[src/rtl/mem_port_arbiter_if.sv]
// Bundle of the requester-side and memory-side signals of mem_port_arbiter.
// slave  : the arbiter's view (takes requests and mem_rdata, drives acks and the memory bus).
// master : the environment's view (both requesters plus the memory system).
interface mem_port_arbiter_if #(
    parameter int DATA_W = 8,
    parameter int ADDR_W = 2
);
    logic              a_req;
    logic              a_we;
    logic [ADDR_W-1:0] a_addr;
    logic [DATA_W-1:0] a_wdata;
    logic              a_ack;
    logic [DATA_W-1:0] a_rdata;

    logic              b_req;
    logic              b_we;
    logic [ADDR_W-1:0] b_addr;
    logic [DATA_W-1:0] b_wdata;
    logic              b_ack;
    logic [DATA_W-1:0] b_rdata;

    logic [DATA_W-1:0] mem_data;
    logic              mem_store;
    logic [ADDR_W-1:0] mem_addr;
    logic [DATA_W-1:0] mem_rdata;

    logic              busy;

    modport slave (
        input  a_req, a_we, a_addr, a_wdata,
        input  b_req, b_we, b_addr, b_wdata,
        input  mem_rdata,
        output a_ack, a_rdata, b_ack, b_rdata,
        output mem_data, mem_store, mem_addr, busy
    );

    modport master (
        output a_req, a_we, a_addr, a_wdata,
        output b_req, b_we, b_addr, b_wdata,
        output mem_rdata,
        input  a_ack, a_rdata, b_ack, b_rdata,
        input  mem_data, mem_store, mem_addr, busy
    );
endinterface

[src/rtl/mem_port_arbiter.sv]
// Two-port round-robin arbiter/sequencer in front of the 4 x 8-bit
// store-gated memory. One access takes IDLE -> ACCESS -> DONE.
//
//   state  | meaning
//   -------+-------------------------------------------------------------
//   IDLE   | waiting; arbitrates and latches the winner's request
//   ACCESS | drives addr/data, store strobe high for writes
//   DONE   | holds addr/data for latch hold time, acks the winner
module mem_port_arbiter #(
    parameter int DATA_W = 8,
    parameter int ADDR_W = 2
) (
    input  logic               clk,
    input  logic               reset,
    mem_port_arbiter_if.slave  bus
);

    typedef enum logic [1:0] {
        IDLE   = 2'd0,
        ACCESS = 2'd1,
        DONE   = 2'd2
    } state_t;

    state_t            state_q,   state_d;
    logic              grant_b_q, grant_b_d;   // winner of the current access: 0 = A, 1 = B
    logic              ptr_b_q,   ptr_b_d;     // priority on a tie: 0 = A, 1 = B
    logic              we_q,      we_d;
    logic [ADDR_W-1:0] addr_q,    addr_d;
    logic [DATA_W-1:0] wdata_q,   wdata_d;
    logic [DATA_W-1:0] a_rdata_q, a_rdata_d;
    logic [DATA_W-1:0] b_rdata_q, b_rdata_d;
    logic              sel_b;

    // Next-state logic: arbitration and request capture in IDLE, read capture on ACCESS -> DONE.
    always_comb begin
        state_d   = state_q;
        grant_b_d = grant_b_q;
        ptr_b_d   = ptr_b_q;
        we_d      = we_q;
        addr_d    = addr_q;
        wdata_d   = wdata_q;
        a_rdata_d = a_rdata_q;
        b_rdata_d = b_rdata_q;
        sel_b     = 1'b0;

        case (state_q)
            IDLE: begin
                if (bus.a_req || bus.b_req) begin
                    sel_b     = bus.b_req && (!bus.a_req || ptr_b_q);
                    grant_b_d = sel_b;
                    we_d      = sel_b ? bus.b_we    : bus.a_we;
                    addr_d    = sel_b ? bus.b_addr  : bus.a_addr;
                    wdata_d   = sel_b ? bus.b_wdata : bus.a_wdata;
                    state_d   = ACCESS;
                end
            end
            ACCESS: begin
                // The memory read path is transparent while storing, so a write
                // returns the written word here.
                if (grant_b_q) begin
                    b_rdata_d = bus.mem_rdata;
                end else begin
                    a_rdata_d = bus.mem_rdata;
                end
                state_d = DONE;
            end
            DONE: begin
                ptr_b_d = !grant_b_q;
                state_d = IDLE;
            end
            default: begin
                state_d = IDLE;
            end
        endcase
    end

    // State and datapath registers with synchronous reset.
    always_ff @(posedge clk) begin
        if (reset) begin
            state_q   <= IDLE;
            grant_b_q <= 1'b0;
            ptr_b_q   <= 1'b0;
            we_q      <= 1'b0;
            addr_q    <= '0;
            wdata_q   <= '0;
            a_rdata_q <= '0;
            b_rdata_q <= '0;
        end else begin
            state_q   <= state_d;
            grant_b_q <= grant_b_d;
            ptr_b_q   <= ptr_b_d;
            we_q      <= we_d;
            addr_q    <= addr_d;
            wdata_q   <= wdata_d;
            a_rdata_q <= a_rdata_d;
            b_rdata_q <= b_rdata_d;
        end
    end

    // Strobes are gated by reset so an access interrupted mid-flight neither
    // stores nor acks during the reset cycle. The memory bus is parked at zero in IDLE.
    assign bus.mem_store = !reset && (state_q == ACCESS) && we_q;
    assign bus.mem_addr  = (state_q != IDLE) ? addr_q  : '0;
    assign bus.mem_data  = (state_q != IDLE) ? wdata_q : '0;
    assign bus.a_ack     = !reset && (state_q == DONE) && !grant_b_q;
    assign bus.b_ack     = !reset && (state_q == DONE) &&  grant_b_q;
    assign bus.a_rdata   = a_rdata_q;
    assign bus.b_rdata   = b_rdata_q;
    assign bus.busy      = (state_q != IDLE);

endmodule

[src/flat_wrapper.sv]
// flat-port wrapper written by rule: the top's interface ports become plain ports
module mem_port_arbiter_flat 
#(
    parameter int DATA_W = 8,
    parameter int ADDR_W = 2
)
  (clk, reset, bus_a_req, bus_a_we, bus_a_addr, bus_a_wdata, bus_b_req, bus_b_we, bus_b_addr, bus_b_wdata, bus_mem_rdata, bus_a_ack, bus_a_rdata, bus_b_ack, bus_b_rdata, bus_mem_data, bus_mem_store, bus_mem_addr, bus_busy);
  mem_port_arbiter_if #(.DATA_W(DATA_W), .ADDR_W(ADDR_W)) bus_i ();
  input  logic clk;
  input  logic reset;
  input wire logic [$bits(bus_i.a_req)-1:0] bus_a_req;
  input wire logic [$bits(bus_i.a_we)-1:0] bus_a_we;
  input wire logic [$bits(bus_i.a_addr)-1:0] bus_a_addr;
  input wire logic [$bits(bus_i.a_wdata)-1:0] bus_a_wdata;
  input wire logic [$bits(bus_i.b_req)-1:0] bus_b_req;
  input wire logic [$bits(bus_i.b_we)-1:0] bus_b_we;
  input wire logic [$bits(bus_i.b_addr)-1:0] bus_b_addr;
  input wire logic [$bits(bus_i.b_wdata)-1:0] bus_b_wdata;
  input wire logic [$bits(bus_i.mem_rdata)-1:0] bus_mem_rdata;
  output wire logic [$bits(bus_i.a_ack)-1:0] bus_a_ack;
  output wire logic [$bits(bus_i.a_rdata)-1:0] bus_a_rdata;
  output wire logic [$bits(bus_i.b_ack)-1:0] bus_b_ack;
  output wire logic [$bits(bus_i.b_rdata)-1:0] bus_b_rdata;
  output wire logic [$bits(bus_i.mem_data)-1:0] bus_mem_data;
  output wire logic [$bits(bus_i.mem_store)-1:0] bus_mem_store;
  output wire logic [$bits(bus_i.mem_addr)-1:0] bus_mem_addr;
  output wire logic [$bits(bus_i.busy)-1:0] bus_busy;
  assign bus_i.a_req = bus_a_req;
  assign bus_i.a_we = bus_a_we;
  assign bus_i.a_addr = bus_a_addr;
  assign bus_i.a_wdata = bus_a_wdata;
  assign bus_i.b_req = bus_b_req;
  assign bus_i.b_we = bus_b_we;
  assign bus_i.b_addr = bus_b_addr;
  assign bus_i.b_wdata = bus_b_wdata;
  assign bus_i.mem_rdata = bus_mem_rdata;
  assign bus_a_ack = bus_i.a_ack;
  assign bus_a_rdata = bus_i.a_rdata;
  assign bus_b_ack = bus_i.b_ack;
  assign bus_b_rdata = bus_i.b_rdata;
  assign bus_mem_data = bus_i.mem_data;
  assign bus_mem_store = bus_i.mem_store;
  assign bus_mem_addr = bus_i.mem_addr;
  assign bus_busy = bus_i.busy;
  mem_port_arbiter #(.DATA_W(DATA_W), .ADDR_W(ADDR_W)) u_core (.clk(clk), .reset(reset), .bus(bus_i));
endmodule
[config.mk]
export PLATFORM = sky130hd
export DESIGN_NAME = mem_port_arbiter_flat
export DESIGN_NICKNAME = d
export VERILOG_FILES = /design/src/rtl/mem_port_arbiter_if.sv /design/src/rtl/mem_port_arbiter.sv /design/src/flat_wrapper.sv
export SDC_FILE = /design/constraint.sdc
export NUM_CORES = 1
export LEC_CHECK = 0
export ABC_AREA = 1
export CAP_MARGIN = 20
export CELL_PAD_IN_SITES_DETAIL_PLACEMENT = 2
export CELL_PAD_IN_SITES_GLOBAL_PLACEMENT = 2
export CORE_MARGIN = 1
export CORE_UTILIZATION = 21
export CTS_BUF_LIST = sky130_fd_sc_hd__clkbuf_8
export DETAILED_ROUTE_END_ITERATION = 8
export PLACE_DENSITY = 0.75
export SYNTH_ARGS = -nofsm -noshare
export SYNTH_HDL_FRONTEND = slang
export SYNTH_SLANG_ARGS = --single-unit
[constraint.sdc]
create_clock -name clk -period 1.2 [get_ports clk]
set_clock_uncertainty 0.15 [all_clocks]
set_input_delay 0.24 -clock clk [delete_from_list [all_inputs] [get_ports clk]]
set_output_delay 0.24 -clock clk [all_outputs]
set_load 0.01 [all_outputs]
==> flow_summary.ini, run 1 <==
[status]
status = finished, violations left
violations = setup timing

[global_route]
grt_usage = 0.178
antenna_found_initial = 0
grt_overflow = 0
grt_max_degree = 23
grt_first_pass_wirelength_um = 10200
grt_pass1_vias = 2044

[synthesis]
syn_nets = 260
synth-seq-cells = 31
avgSynthCellArea_um2 = 7.00
ys_warn_count = 0
synth_top_cell_by_area = dfxtp_1
synth_cell_types = 23
synthCells = 226
synthTopCellsByArea = dfxtp_1 (39%), a21oi_1 (8.9%), inv_1 (7.6%), nand2_1 (7.6%), nor2_2 (7.1%)
syn_area_um2 = 1580
ys_seq_area_frac = 0.392
netlist.area_leader.share = 0.392

[sta]
layout_setup_ws_ns = -0.323
rsz0062_at_grt = yes
worst_pin_slew_ns = 0.305
hold_viol = 0
tns_ns = -9.77
clock.fmax_mhz = 657
fin_crit_ns = 1.52
drv_slew = 0
max_slew_margin = 0.797
finalSetupViolCount = 44
holdWs_ns = 0.312
finalCritPeriodShare = 1.27

[drt]
vias_per_cell = 4.51
wl_met2_um = 3880
drt_iter0_markers = 58
top_layer_used = met4
drt-pass1-iter-count = 4
wl_met1_um = 2580
wire_per_inst_um = 16.3
ant_nets = 0
num_vias = 1935
drc = 0
met3WireLength_um = 383
finalWirelength_um = 6980

[cells_and_area]
most-common-layout-cells = clkdlybuf4s50_1 (32), buf_4 (31), inv_1 (30), buf_2 (27), nand2_1 (23)
final_nets = 364
layout-drive-gt1-share = 0.518
final_common_cell = clkdlybuf4s50_1
diodes = 0
post-route-util = 0.403
area_growth_syn_to_layout_pct = 84.8

[die]
num_rows = 31
die_height_um = 88.8
core_um2 = 7250
die_area_um2 = 7890
io_pins = 64
initial_core_util = 0.218
die_w_um = 88.8

[cts]
numCtsBuffers = 5
clock_sink_count = 31
tritoncts = built
htreeDepth = 2
clk_path_buf_depth = 2
clk_transition_reported_paths_ns = 0.07
cts_root_buf = clkbuf_8
hold_buffers = 0
clock_latency_ns = 0.28

[worst_setup_path]
path_max_fanout = 6
setup.worst_path.end = bus_mem_data[0]
crit_path_end_kind = output port
crit_path_start = u_core.state_q[0]
startpoint_type = register
reg2reg_slack_ns = -0.31
critPathKind = register to output port
worstRegToRegCells = 9
cp.arrival_ns = 1.13
r2r_start = u_core.state_q[0]
worstReg2RegEnd = u_core.wdata_q[4]
cp.required_ns = 0.81

[worst_hold_path]
hp-start = u_core.bus.b_rdata[3]
holdCritPathClass = register to register

[placed_design]
port_buffers = 63
gp_congestion = 0.710
dp_hpwl_um = 4390

[power_and_ir_drop]
total_power_mw = 3.11
ir_worst_vdd_mv = 0.336
p_leak_nw = 1.28
power_density_nw_per_um2 = 1060

[flow_run]
drv_cap = 0
-- critical path, cell delays in order, from the launching register on --
cell	delay, ns
dfxtp_4	0.37
nor2_4	0.15
buf_6	0.15
nor2_1	0.05
buf_2	0.13
-- layer usage --
metal | up-vias | global-route usage
li1 | 917 | -
met1 | 946 | 0.178
met2 | 61 | 0.348
met3 | 11 | 0.0466
met4 | 0 | 0.0704
met5 | - | 0
-- registers in the layout, summed over array words and instances, names as in the netlist --
| register | cells |
|---|---|
| u_core.state_q | 2 |
| u_core.grant_b_q | 1 |
| u_core.addr_q | 2 |
| u_core.bus.a_rdata | 8 |
| u_core.wdata_q | 8 |
| u_core.we_q | 1 |
| u_core.bus.b_rdata | 8 |
| u_core.ptr_b_q | 1 |
-- repair_timing --
action                     4_1_cts  5_1_grt
setup buffers                    9        4
pin swaps                        6       24
setup endpoints to repair       60       45
resized for setup              182       42
gates cloned                     2        0
-- metrics by stage --
step,setup slack [ns],cell area [µm²],cells
final,-0.323,2930,429
after global routing,-0.373,2930,429
after CTS,-0.325,2740,426
after detailed placement,-0.842,2550,408
after global placement,-0.810,2550,408
after floorplan,0.00954,1590,226
-- area by class of cell --
class                      instances  area [µm²]
clock inverter                     1        5.00
multi-input combinational        147         986
fill                             823        4330
tap                               99         124
timing repair buffer             110         950
inverter                          35         139
clock buffer                       6        82.6
sequential                        31         639
-- cell usage after synthesis --
cell type and number:
a21oi_1 28, buf_2 7, buf_4 1, buf_6 3
clkbuf_1 3, dfxtp_1 31, inv_1 32, inv_2 3
nand2_1 32, nand2_2 11, nand3_1 12, nand3_2 1
nand3_4 1, nand4_1 8, nor2_1 20, nor2_2 18
nor2_4 1, nor3_1 1, nor4_1 1, o211ai_1 1
o21ai_0 7, o21ai_1 3, o21ai_2 1
-- how the worst min path moves through the flow --
| stage | to | slack (ns) | depth (start not counted) |
|---|---|---|---|
| finish | u_core.bus.b_rdata[3] | 0.31 | 2 |
| global route | u_core.bus.b_rdata[3] | 0.33 | 2 |
| CTS | u_core.bus.b_rdata[7] | 0.30 | 2 |
| detailed placement | u_core.bus.b_rdata[7] | 0.29 | 2 |
| global placement | u_core.bus.b_rdata[5] | 0.28 | 2 |
| floorplan | u_core.bus.a_rdata[0] | 0.26 | 2 |
-- where the power goes --
part / switching [mW] / internal, mW / total [mW]
combinational: 0.569 / 0.530 / 1.10
sequential: 0.0440 / 1.12 / 1.16
clock: 0.398 / 0.450 / 0.848
total: 1.01 / 2.10 / 3.11
-- logic make-up after synthesis --
group / after synthesis / synth area share
simple gates: 106 / 0.339
compound gates: 40 / 0.130
buf+inv: 49 / 0.138
flops: 31 / 0.392
(Power assumes the default switching activity.)
==> run 2: changes to the inputs <==
CAP_MARGIN = 10   (was 20)
==> results of run 2 <==
No change in the layout: final DEF, timing and power equal those of run 1.
==> run 3: changes to the inputs <==
CELL_PAD_IN_SITES_DETAIL_PLACEMENT = unset   (was 2)
CELL_PAD_IN_SITES_GLOBAL_PLACEMENT = unset   (was 2)
CORE_UTILIZATION = 40   (was 21)
SETUP_SLACK_MARGIN = 0.2   (was unset)
==> run 3 against run 2 <==
Net effect: the run still ends with setup timing left; wire length fell by 27%; sequential cell count did not move; highest routed layer unchanged; largest cell class unchanged; critical path depth did not move; combinational power barely moved; global-route usage rose by 6.5 points; via count fell by 6.1%; critical path type unchanged; non-clock buffer count fell by 11.
==> flow_summary.ini, run 3 (synthesized netlist as in run 1, its figures left out) <==
[sta]
max_slew_margin = 0.793
tns_ns = -10.19
rsz0062_at_grt = yes
hold_viol = 0
layout_setup_ws_ns = -0.328
drv_slew = 0
finalSetupViolCount = 44
fin_crit_ns = 1.53
worst_pin_slew_ns = 0.311
finalCritPeriodShare = 1.27
clock.fmax_mhz = 654

[drt]
wire_per_inst_um = 13.9
drt_iter0_markers = 105
vias_per_cell = 4.94
drc = 0
finalWirelength_um = 5120
ant_nets = 0
num_vias = 1817
drt-pass1-iter-count = 4

[die]
die_height_um = 64.9
die_w_um = 64.9
initial_core_util = 0.426
num_rows = 22
core_um2 = 3720
io_pins = 64
die_area_um2 = 4210

[global_route]
grt_first_pass_wirelength_um = 7670
grt_pass1_vias = 1782
grt_usage = 0.243
grt_max_degree = 24
grt_overflow = 0
antenna_found_initial = 0

[worst_setup_path]
startpoint_type = register
cp_slowest_stage_delay_ns = 0.37
slowest_stage = dfxtp_4
critPathKind = register to output port
path_buf_inv = 2
crit_chain = nor2_4 > buf_6 > nor2_2 > buf_2
crit_path_end_kind = output port
cp.required_ns = 0.81
cpLargestDelayFamily = flip-flops
path_max_fanout = 6
cp.arrival_ns = 1.14

[cells_and_area]
diodes = 0
area_growth_syn_to_layout_pct = 85.8
post-route-util = 0.792
layout-drive-gt1-share = 0.547
final_area_um2 = 2940
seqCellArea_um2 = 649
layout.cells.non_filler = 368
multi_input_area_um2 = 1010
nFillCells = 249
most-common-layout-cells = buf_6 (37), inv_1 (33), clkdlybuf4s50_1 (32), nand2_2 (21), nor2_2 (18)
final_common_cell = buf_6
final_nets = 353

[cts]
clk_path_buf_depth = 2
clock_latency_ns = 0.28
cts_root_buf = clkbuf_8
clk_transition_reported_paths_ns = 0.06
htreeDepth = 2
numCtsBuffers = 5
clock_sink_count = 31
tritoncts = built

[placed_design]
dp.cells = 346
port_buffers = 63
dp_hpwl_um = 3050
gp_congestion = 0.802
place_area_um2 = 2440

[power_and_ir_drop]
ir_worst_vdd_mv = 0.698
power_density_nw_per_um2 = 1070
p_leak_nw = 1.25

[status]
violations = setup timing
status = finished, violations left

[flow_run]
drv_cap = 0

[worst_hold_path]
holdCritPathClass = input pin to register
-- run 3: cell types whose count changed in the layout (fill, tap and decap cells not counted), moves of 3 or more --
cell | before | now
buf_6 | 14 | 37
buf_2 | 27 | 9
buf_4 | 31 | 17
dfxtp_1 | 20 | 12
dfxtp_2 | 9 | 17
nand2_2 | 13 | 21
nand2_1 | 23 | 17
inv_1 | 30 | 33
nor2_4 | 9 | 12
-- run 3: stage by stage --
| stage | setup slack [ns] | power, mW | hold slack [ns] |
|---|---|---|---|
| floorplan | 0.0279 | 1.63 | 0.263 |
| global placement | -0.785 | 1.99 | 0.282 |
| detailed placement | -0.835 | 2.01 | 0.292 |
| CTS | -0.315 | 3.01 | 0.295 |
| global route | -0.371 | 3.32 | 0.320 |
| finish | -0.328 | 3.16 | 0.302 |
-- run 3: worst paths after layout --
check | startpoint | end | slack [ns] | cells past startpoint
setup / recovery | u_core.state_q[0] | bus_mem_addr[0] | -0.33 | 4
hold / removal | reset | u_core.state_q[1] | 0.30 | 3
setup reg to reg | u_core.state_q[0] | u_core.wdata_q[5] | -0.32 | 9
hold reg to reg | u_core.bus.b_rdata[2] | u_core.bus.b_rdata[2] | 0.30 | 2
-- run 3: final cells by class --
cell class	instances	share of cell area
Clock buffer	7	0.0328
Clock inverter	1	0.00128
Inverter	35	0.0472
Multi-Input combinational cell	147	0.345
Sequential cell	31	0.221
Tap cell	48	0.0204
Timing Repair Buffer	99	0.333
-- run 3: where the power goes --
group	switching, mW	internal, mW	leakage, nW
sequential	0.0548	1.12	0.263
combinational	0.538	0.540	0.932
clock	0.395	0.515	0.0557
-- run 3: what timing repair did --
item                                    in CTS  in global routing
gates resized for setup                    191                 49
hold buffers                                 0                  0
gates cloned                                 2                  0
endpoints found under the setup margin      60                 60
pin swaps                                   20                 27
setup buffers                                8                  4
-- run 3: layer usage --
metal / wire, µm / GRT usage / up-vias
met1: 1970 / 0.248 / 837
met4: 101 / 0.0806 / 0
li1: - / - / 902
met5: 0 / 0 / -
met2: 2740 / 0.456 / 65
met3: 307 / 0.0810 / 13
-- run 3: worst reg2reg max path, delay by kind of cell (launching register included) --
kind	cells	cell delay, ns
AOI/OAI and AO/OA	1	0.06
buffers and inverters	4	0.49
DFF	1	0.37
and+or+nand+nor	4	0.38
